$ cat config.mk
export PLATFORM = sky130hd
export DESIGN_NAME = ext_irq_ctrl
export DESIGN_NICKNAME = d
export VERILOG_FILES = /design/src/rtl/ext_irq_ctrl.sv
export SDC_FILE = /design/constraint.sdc
export NUM_CORES = 1
export LEC_CHECK = 0
export ABC_CLOCK_PERIOD_IN_PS = 1900
export BUFFER_PORTS_ARGS = -buffer_cell sky130_fd_sc_hd__buf_4
export CORE_MARGIN = 10
export CORE_UTILIZATION = 35
export CTS_CLUSTER_DIAMETER = 30
export DETAILED_ROUTE_END_ITERATION = 12
export PLACE_DENSITY = 0.7
export SYNTH_ARGS = -nofsm -noshare
export SYNTH_HDL_FRONTEND = slang
export SYNTH_SLANG_ARGS = --single-unit
$ cat constraint.sdc
create_clock -name clk -period 1.9 [get_ports clk]
set_input_delay 0.475 -clock clk [delete_from_list [all_inputs] [get_ports clk]]
set_output_delay 0.475 -clock clk [all_outputs]
set_load 0.02 [all_outputs]
$ cat src/rtl/ext_irq_ctrl.sv
// External interrupt controller: synchronises IRQ_NUM lines, arbitrates lowest ID, AXI4-Lite claim/complete.
// Latency: level irq to trap_valid_o 3 cycles, edge irq 4 cycles; read/write responses 1 cycle after handshake.
// Backpressure: one outstanding AXI read and write; bvalid/rvalid held until bready/rready. EIRQ_EDGE_EN adds edge mode.
module ext_irq_ctrl #(
    parameter int IRQ_NUM = 8
) (
    input  logic               clk,
    input  logic               rst_n,
    input  logic [IRQ_NUM-1:0] irq_i,
    output logic               trap_valid_o,
    input  logic               trap_ready_i,
    input  logic [31:0]        axi_awaddr,
    input  logic               axi_awvalid,
    output logic               axi_awready,
    input  logic [31:0]        axi_wdata,
    input  logic [3:0]         axi_wstrb,
    input  logic               axi_wvalid,
    output logic               axi_wready,
    output logic [1:0]         axi_bresp,
    output logic               axi_bvalid,
    input  logic               axi_bready,
    input  logic [31:0]        axi_araddr,
    input  logic               axi_arvalid,
    output logic               axi_arready,
    output logic [31:0]        axi_rdata,
    output logic [1:0]         axi_rresp,
    output logic               axi_rvalid,
    input  logic               axi_rready
);
    localparam int W = IRQ_NUM;

    typedef enum logic [1:0] {ST_IDLE, ST_REQ, ST_SERVICE} state_t;

    state_t       state_q;
    logic         trap_valid_q;
    logic [W-1:0] sync1_q, irq_s_q;
    logic [W-1:0] enable_q, enable_d;
    logic [W-1:0] pend_q, pending;
    logic [4:0]   claimed_id_q, claimed_id_d;
    logic         aw_rdy_q, aw_rdy_d;
    logic         bvalid_q, bvalid_d;
    logic         arready_q, arready_d;
    logic         rvalid_q, rvalid_d;
    logic [31:0]  rdata_q, rdata_d;

    logic         wr_hs, ar_hs, claim_hit, complete;
    logic [1:0]   wr_addr;
    logic [31:0]  wmask32, rd_val, mode_rd;
    logic [W-1:0] wmask, wdata_w, active, fsm_active;
    logic [4:0]   sel_id;

    assign wr_hs    = aw_rdy_q & axi_awvalid & axi_wvalid;
    assign ar_hs    = arready_q & axi_arvalid;
    assign wr_addr  = axi_awaddr[3:2];
    assign wmask32  = {{8{axi_wstrb[3]}}, {8{axi_wstrb[2]}}, {8{axi_wstrb[1]}}, {8{axi_wstrb[0]}}};
    assign wmask    = wmask32[W-1:0];
    assign wdata_w  = axi_wdata[W-1:0];

    // Claim selection uses live pending; the FSM uses the registered copy.
    assign active     = pending & enable_q;
    assign fsm_active = pend_q & enable_q;

    always_comb begin
        sel_id = 5'd0;
        for (int i = W - 1; i >= 0; i--) begin
            if (active[i]) sel_id = 5'(i + 1);
        end
    end

    assign claim_hit = ar_hs && (axi_araddr[3:2] == 2'd2) && (sel_id != 5'd0);
    assign complete  = wr_hs && (wr_addr == 2'd2) && (axi_wdata[4:0] == claimed_id_q)
                       && (state_q == ST_SERVICE);

    always_ff @(posedge clk or negedge rst_n) begin
        if (!rst_n) begin
            sync1_q <= '0;
            irq_s_q <= '0;
        end else begin
            sync1_q <= irq_i;
            irq_s_q <= sync1_q;
        end
    end

`ifdef EIRQ_EDGE_EN
    logic [W-1:0] mode_q, mode_d;
    logic [W-1:0] edge_pend_q, edge_pend_d, irq_s_prev_q;
    logic [W-1:0] edge_set, edge_clr;

    always_comb begin
        mode_d = mode_q;
        if (wr_hs && wr_addr == 2'd3) mode_d = (mode_q & ~wmask) | (wdata_w & wmask);
        edge_set = irq_s_q & ~irq_s_prev_q & mode_q;
        edge_clr = '0;
        if (wr_hs && wr_addr == 2'd1) edge_clr = wdata_w & wmask;
        if (claim_hit) edge_clr = edge_clr | (W'(1) << (sel_id - 5'd1));
        // A new edge arriving alongside a clear must not be lost.
        edge_pend_d = mode_q & ((edge_pend_q & ~edge_clr) | edge_set);
    end

    always_ff @(posedge clk or negedge rst_n) begin
        if (!rst_n) begin
            mode_q       <= '0;
            edge_pend_q  <= '0;
            irq_s_prev_q <= '0;
        end else begin
            mode_q       <= mode_d;
            edge_pend_q  <= edge_pend_d;
            irq_s_prev_q <= irq_s_q;
        end
    end

    assign pending = (mode_q & edge_pend_q) | (~mode_q & irq_s_q);
    assign mode_rd = 32'(mode_q);
`else
    assign pending = irq_s_q;
    assign mode_rd = 32'd0;
`endif

    always_comb begin
        case (axi_araddr[3:2])
            2'd0:    rd_val = 32'(enable_q);
            2'd1:    rd_val = 32'(pending);
            2'd2:    rd_val = 32'(sel_id);
            default: rd_val = mode_rd;
        endcase
    end

    always_comb begin
        enable_d = enable_q;
        if (wr_hs && wr_addr == 2'd0) enable_d = (enable_q & ~wmask) | (wdata_w & wmask);
        claimed_id_d = claimed_id_q;
        if (complete)  claimed_id_d = 5'd0;
        if (claim_hit) claimed_id_d = sel_id;
        aw_rdy_d  = ~aw_rdy_q & axi_awvalid & axi_wvalid & ~bvalid_q;
        bvalid_d  = wr_hs | (bvalid_q & ~axi_bready);
        rvalid_d  = ar_hs | (rvalid_q & ~axi_rready);
        arready_d = ~rvalid_d;
        rdata_d   = ar_hs ? rd_val : rdata_q;
    end

    always_ff @(posedge clk or negedge rst_n) begin
        if (!rst_n) begin
            enable_q     <= '0;
            pend_q       <= '0;
            claimed_id_q <= 5'd0;
            aw_rdy_q     <= 1'b0;
            bvalid_q     <= 1'b0;
            arready_q    <= 1'b0;
            rvalid_q     <= 1'b0;
            rdata_q      <= 32'd0;
        end else begin
            enable_q     <= enable_d;
            pend_q       <= pending;
            claimed_id_q <= claimed_id_d;
            aw_rdy_q     <= aw_rdy_d;
            bvalid_q     <= bvalid_d;
            arready_q    <= arready_d;
            rvalid_q     <= rvalid_d;
            rdata_q      <= rdata_d;
        end
    end

    // No nesting: SERVICE only leaves on a matching completion write.
    always_ff @(posedge clk or negedge rst_n) begin
        if (!rst_n) begin
            state_q      <= ST_IDLE;
            trap_valid_q <= 1'b0;
        end else begin
            case (state_q)
                ST_IDLE: begin
                    if (|fsm_active) begin
                        state_q      <= ST_REQ;
                        trap_valid_q <= 1'b1;
                    end
                end
                ST_REQ: begin
                    if (trap_valid_q && trap_ready_i) begin
                        state_q      <= ST_SERVICE;
                        trap_valid_q <= 1'b0;
                    end else if (!(|fsm_active)) begin
                        state_q      <= ST_IDLE;
                        trap_valid_q <= 1'b0;
                    end
                end
                ST_SERVICE: begin
                    trap_valid_q <= 1'b0;
                    if (complete) state_q <= ST_IDLE;
                end
                default: begin
                    state_q      <= ST_IDLE;
                    trap_valid_q <= 1'b0;
                end
            endcase
        end
    end

    assign trap_valid_o = trap_valid_q;
    assign axi_awready  = aw_rdy_q;
    assign axi_wready   = aw_rdy_q;
    assign axi_bvalid   = bvalid_q;
    assign axi_bresp    = 2'b00;
    assign axi_arready  = arready_q;
    assign axi_rvalid   = rvalid_q;
    assign axi_rdata    = rdata_q;
    assign axi_rresp    = 2'b00;

    logic unused_ok;
    assign unused_ok = ^{axi_awaddr, axi_araddr, axi_wdata, wmask32};
endmodule

# == After elaboration in Yosys (flattened, before gate mapping) ==
# Index checks and enable logic that the tools add are counted.
# word_totals
register_bits,76
input_bits,116
out_inout_bits,42
wordCells,77
# classes
eq_ne,9
muxes,20
bitwise_logic,21
reduce_logical,15
# ops
operator,n
AND 8 bit,4
2-to-1 mux 5 bit,6
case mux 8 bit (3 select lines),1
2-to-1 mux 4 bit,4
AND 1 bit,8
2-to-1 mux 2 bit,4
NOT 8 bit,1
bitwise OR 8 bit,1
OR reduction 8 bit,1
logical AND 1 bit,7
"equality test 2 bit, second input constant",3
logical NOT 2 bit,3
case mux 2 bit (3 select lines),1
equality test 5 bit,1
NOT 1 bit,5
nonzero test 5 bit,1
"equality test 2 x 1 -> 1 bit, second input constant",2
"!= test 2 bit, second input constant",2
2-to-1 mux 1 bit,3
"!= test 3 bit, second input constant",1
AND reduction 3 bit,1
bitwise OR 1 bit,2
case mux 1 bit (2 select lines),1
AND reduction 2 bit,1
nonzero test 2 bit,1

# == Longest topological paths before layout ==
# Gate-level depths: netlist of run 1.
# logic_depth
ltp_word,12
mapped_depth,6
mapped_depth_nobuf,5

# == Worst setup path after synthesis of run 1 ==
# OpenSTA, ideal clock, no wires.
# synth_timing
path_type,input-to-reg
start,in axi_awaddr[2]
end,reg claimed_id_q[1]
setup_time_ps,121
arrival_time_ps,1649
required_time_ps,1779
path_slack_ps,130
path_stages,5
path_buffers,0
cell_sequence,nand4b_1 or4b_4 nor2_4 a31oi_2 a22o_1
# synth_between
elab_chain_cells,5
# synth_rtl
item,line_no,text
from (decl),12,"input logic [31:0] axi_awaddr,"
equality test 2 bit,71,assign complete = wr_hs && (wr_addr == 2'd2) && (axi_wdata[4:0] == claimed_id_q)
logical AND 1 bit (2 in a row),71,
logical AND 1 bit,72,&& (state_q == ST_SERVICE);
nonzero test 2 bit (no source line),-,
to (signal assigned),154,claimed_id_q <= claimed_id_d;
to (decl),39,"logic [4:0] claimed_id_q, claimed_id_d;"
# Every way passes these cells.
# A chain may end at the register's enable or synchronous reset.

# == Worst setup path in the final report of run 1 ==
# layout_timing
start,reg aw_rdy_q (netlist: axi_awready)
end,reg claimed_id_q[1]
# layout_between
elab_chain_cells,6
# layout_rtl
item,line_no,text
from (decl),40,"logic aw_rdy_q, aw_rdy_d;"
from (signal assigned),155,aw_rdy_q <= aw_rdy_d;
AND 1 bit (2 in a row),52,assign wr_hs = aw_rdy_q & axi_awvalid & axi_wvalid;
logical AND 1 bit (2 in a row),71,
logical AND 1 bit,72,
nonzero test 2 bit (no source line),-,
# Every way passes these cells.

==> metrics, run 1 <==
final hold slack=172.7 ps; vias in the first global route=1531; Final Hold Fails=0; Post-CTS Setup Bufs=0; Layout Cells excl Fill=311; WP data arrival=1930 ps; Cells after Synth=185; CTS H-tree depth=2; post-synthesis sequential area ratio=58.05%; yosys warns=0; status=complete, no violations; Max Root-Sink Buffers=2; antenna violations before repair=0; Crit path required time=2100 ps; Power Density=962.4 nW/um2; Synth Area in Compound Gates=11.16%; vias=1427; # rows=28; TritonRoute pass-1 iters=5; unrepaired setup endpoints after global routing=false; drt initial violations=53; minimum clock period=1729 ps; Core Area=6026 um2; number of flops mapped to enable cells by yosys=0; Post-DP HPWL=between 3000 and 4000 um; Reg2Reg Setup Slack=170 ps; top cell type's share of synthesized area=58.05%; worst min path class=in -> async; CTS resizes=0; # diodes=0; routability cong.=0.8530; synthesized area per cell=11.88 um2; Setup CP Type=reg -> reg; total power draw=2510 uW; Async SR Flop Fraction=100.0%; #FFs+latches synth=51; area grow syn2layout=18.61%; Post-Synth XOR/XNOR Area=1.594%; clk root buf=clkbuf_8; Max Clock Skew=6.319 ps; Synth Cell Area=between 2000 and 2500 um2; Initial Util=36.48%; Synth Flop Type=dfrtp_1; critical path launch point type=register; Peak Freq=578.3 MHz; Clock Sinks=51; Slew headroom=roughly three fifths; Top Usage Layer GRT=met2; met1 GRT Util=slightly above 10%; setup_tns=0 ps; die area=between 9000 and 10000 um2; Die Ht=just under 100 um; main combinational cell family by area after synthesis=compound AO/OA/AOI/OAI gates; top area cells in the synthesized netlist=dfrtp_1 (58%), buf_4 (9.9%), mux2_2 (4.1%); Post-DRT Antenna Nets=0; Hold-fix buffers, CTS=0; met2 GRT Util=14.78%; Synth Area in Adders=0%; Crit Path Max Fanout=5; CTS buffer count=5; Reg-to-Reg End=claimed_id_q[1]; met3 Track Usage GR=under 10%; CP endpoint=claimed_id_q[1]; peak supply drop=about 0.35 mV; DRC=0; CP startpoint=axi_awready; placed insts=303; share of cells above drive strength 1=29.24%; TritonCTS clock tree=yes; nets=~350; WL/cell=between 10 and 15 um; Max-cap violations=0; vias per cell=4.588; share of synthesized area spent on multiplexers=~7.7%; first-pass GRT wire length=about 7400 um; clock insertion delay at the later pin of the skew report=310 ps; Simple-Gate Fraction of Synth Area=10.30%; Setup violations, final=0; final wirelength=about 4500 um; GRT Resource Usage Total=9.162%; grt ovf=0; post-synth cell types=35; critical path endpoint category=register; FF-to-FF Start=axi_awready; Worst-path clk slew=100 ps; worst r2r path cells=5; largest net degree at the start of global routing=between 50 and 60; Die Span X=99.25 um; IO Port Bufs=42; fin crit share=91.02%; final slew viol count=0; Worst Tran Pin Value=623.1 ps; Synth area leader=dfrtp_1; leakage power=0.001255 uW; I/O pin cnt=~160
Yosys cell counts (2+ instances only):
| cell | number |
|---|---|
| o21ai_0 | 12 |
| nor2_1 | 7 |
| buf_4 | 29 |
| xnor2_1 | 3 |
| nand2_1 | 16 |
| inv_1 | 5 |
| a22o_1 | 3 |
| a22o_2 | 2 |
| a22oi_1 | 6 |
| mux2i_1 | 8 |
| o211ai_1 | 2 |
| dfrtp_1 | 51 |
| mux2_2 | 8 |
| nor2b_1 | 2 |
| a32oi_1 | 2 |
| nand3_1 | 5 |
| nor3b_1 | 2 |
| a21oi_1 | 5 |
worst max-delay path, cell delays in order (launching register included):
cell and delay [ps]:
dfrtp_1 410, nand4b_1 160, or4b_4 570, nor2_4 110, a31oi_2 120, a22o_1 240
how the worst min path moves through the flow:
stage	cells after the start	slack (ps)	from	endpoint
floorplan	0	180	rst_n	async pin
global placement	0	330	sync1_q[1]	irq_s_q[1]
detailed placement	0	330	sync1_q[0]	irq_s_q[0]
CTS	1	200	rst_n	axi_bvalid
global route	1	220	rst_n	axi_bvalid
finish	1	170	rst_n	axi_bvalid
power breakdown:
part	leakage [uW]	switching, uW	internal [uW]
registers	0.000633	111	1220
clock network	0.0000489	369	267
logic	0.000573	304	242
layout by cell type (no fill, tap or decap), types with 3 or more instances in the layout:
cell       n
mux2_2     8
dfrtp_1   51
nand2_1   16
a21oi_1    5
a22oi_1    6
xnor2_1    3
conb_1    28
nor2_1     7
inv_1      5
a22o_1     3
buf_4     46
o21ai_0   12
nand3_1    5
mux2i_1    8
clkbuf_8   5
per-stage QoR:
stage / cell area (um2) / worst slack (ps) / util (%)
after floorplan: 2300 / 130.2 / -
after global placement: 2516 / -46.06 / 41.76
after detailed placement: 2516 / -67.75 / 41.76
after CTS: 2608 / 152.3 / 43.27
after global routing: 2608 / 62.03 / 43.27
final: 2608 / 170.6 / 43.27
cells by family after synthesis:
family                    count (synthesis)
and+or+nand+nor                          42
AOI/OAI and AO/OA                        36
xor gates and xnor gates                  4
other                                     1
buffers and inverters                    35
muxes                                    16
DFF                                      51
layout make-up:
type	count	area, um2
multi-input combinational	126	782.0
tap	75	93.84
clock buffer	5	68.82
sequential	51	1276
timing repair buffer	46	345.3
fill	575	3418
inverter	5	18.77
clock inverter	3	22.52
routing by layer:
metal / share of wire [%] / up-vias
met3: 8.4 / 6
met4: 1.2 / 0
met2: 49 / 54
li1: - / 685
met5: 0 / -
met1: 41 / 682
Power figures use the tool's default switching activity.
==> run 2, diff against run 1 <==
- ABC_AREA: default -> 1
- CAP_MARGIN: default -> 0
==> run 2 against run 1 <==
Against the previous run: clock skew fell by 2.2 ps; clock power fell by 1%; power rose by 3.6%; flip-flop and latch count did not move; fmax rose by 24%; clock-buffer cell count did not move; combinational power rose by 16%; sequential power barely moved; critical path type unchanged; largest cell class unchanged; largest power group unchanged.
==> metrics, run 2 <==
status=complete, no violations; fin crit share=73.28%; Core Area=~6300 um2; combined flip-flop and latch cell area=about 1300 um2; critical path endpoint category=register; Post-CTS Setup Bufs=0; CTS H-tree depth=2; WL/cell=between 10 and 15 um; list of most frequent post-synthesis cells=nand2_1 (60), dfrtp_1 (51), buf_4 (30); die area=10110 um2; share of cells above drive strength 1=around a quarter; Post-DRT Antenna Nets=0; minimum clock period=1392 ps; worst r2r path cells=6; clock insertion delay at the later pin of the skew report=approximately 300 ps; vias=1590; DP Worst Slack=332.9 ps; IO Port Bufs=42; # rows=29; Setup violations, final=0; Synth Cell Area=2272 um2; top cell type's share of synthesized area=56.17%; final wirelength=roughly 4500 um; Cells after Synth=236; register share of total power=51.6%; Crit path required time=about 2100 ps; sw power=between 800 and 900 uW; top area cells in the synthesized netlist=dfrtp_1 (56%), buf_4 (9.9%), nand2_1 (9.9%); Crit Path Max Fanout=4; worst min path class=in -> async; peak supply drop=0.5026 mV; Die Ht=100.6 um; leakage power=between 0.001 and 0.0015 uW; final slew viol count=0; nets=399; GRT Resource Usage Total=between 8 and 9%; CTS resizes=0; vias in the first global route=1581; post-synth cell types=27; P_int=~1700 uW; # fillers=between 600 and 700; power share of the clock group=24.1%; Async SR Flop Fraction=100.0%; area grow syn2layout=17.13%; area occupied by multi-input gates=810.8 um2; most common cell after layout, fill and taps aside=nand2_1; DRC=0; Peak Freq=~720 MHz; # diodes=0; TritonRoute pass-1 iters=4; fin worst setup slack=between 500 and 600 ps; WP data arrival=1590 ps; clk root buf=clkbuf_8; yosys warns=0; Power Density=between 900 and 1000 nW/um2; Net Sw Frac=33.03%; Synth Flop Type=dfrtp_1; routability cong.=a little over 0.8; Synth area leader=dfrtp_1; Post-DP HPWL=3504 um; Worst Tran Pin Value=between 600 and 700 ps; Worst-path clk slew=around 90 ps; Final Hold Fails=0; cell with the most instances after synthesis=nand2_1; synthesized area per cell=slightly below 10 um2; post-synthesis sequential area ratio=a little under three fifths; TritonCTS clock tree=yes; number of flops mapped to enable cells by yosys=0; Die Span X=around 100 um; most frequent cells in the layout=nand2_1 (60), dfrtp_1 (51), buf_4 (44); Slew headroom=about three fifths; Clock Sinks=51; Max Root-Sink Buffers=2; vias per cell=4.404; #FFs+latches synth=51; Setup CP Type=reg -> reg; antenna violations before repair=0; largest net degree at the start of global routing=between 50 and 60; grt ovf=0; setup_tns=0 ps; Max Clock Skew=4.154 ps; Initial Util=35.99%; critical path launch point type=register; Gate power share=24.3%; unrepaired setup endpoints after global routing=false; I/O pin cnt=between 150 and 200; Hold-fix buffers, CTS=0; first-pass GRT wire length=7079 um; drt initial violations=42; Max-cap violations=0; CTS buffer count=5
==> run 2: path summary, 6_finish.rpt <==
| kind | from | end | slack [ps] |
|---|---|---|---|
| max | claimed_id_q[3] | claimed_id_q[2] | 510 |
| min | rst_n | sync1_q[5] | 170 |
| max reg2reg | claimed_id_q[3] | claimed_id_q[2] | 510 |
| min reg2reg | sync1_q[7] | irq_s_q[7] | 350 |
| max in group asynchronous | rst_n | trap_valid_o | 1310 |
| min in group clk | irq_i[4] | sync1_q[4] | 270 |
==> run 2: final cells by class <==
| type | count | area share (%) |
|---|---|---|
| clock buffers | 5 | 2.586 |
| clock inverters | 3 | 0.8463 |
| inverters | 15 | 2.116 |
| multi-input cells | 166 | 30.47 |
| flip-flops and latches | 51 | 47.95 |
| well taps | 77 | 3.620 |
| repair buffers | 44 | 12.41 |
==> run 2: logic make-up after synthesis <==
kind of cell    after synthesis  share of synthesized area (%)
buf+inv                      46                          12.61
compound gates               21                          5.948
mux                           5                          2.478
other cells                   1                         0.1650
xor+xnor                      3                          1.157
flops                        51                          56.17
simple gates                109                          21.48
==> run 2: power groups by stage <==
stage / clock network, uW / logic (uW) / registers (uW)
floorplan: 0 / 387 / 1410
global placement: 0 / 622 / 1360
detailed placement: 0 / 635 / 1360
CTS: 645 / 638 / 1340
global route: 700 / 704 / 1360
finish: 627 / 631 / 1340
==> run 2: layer usage <==
metal	vias up	wire length (um)	global-route usage, %
met5	-	0	0
met1	723	1976	10.45
met3	8	545	4.115
met2	65	1871	12.61
li1	794	-	-
met4	0	63	3.913
==> run 2: metrics by stage <==
stage | total power (uW) | hold slack, ps | std cells | utilization, % | area, um2
6_report | 2600 | 172.3 | 361 | 42.15 | 2661
5_1_grt | 2767 | 213.1 | 361 | 42.15 | 2661
4_1_cts | 2626 | 189.2 | 361 | 42.15 | 2661
3_5_place_dp | 1998 | 334.7 | 353 | 40.71 | 2570
3_3_place_gp | 1978 | 333.0 | 353 | 40.71 | 2570
2_1_floorplan | 1793 | 179.4 | 263 | - | 2374
==> run 2: critical path: stages, from the launching register on <==
cell and delay (ps):
dfrtp_1 410, nor2_1 110, nor2_1 50, nor4_1 280, nand4_1 240, nand3_1 150, nand2_1 60
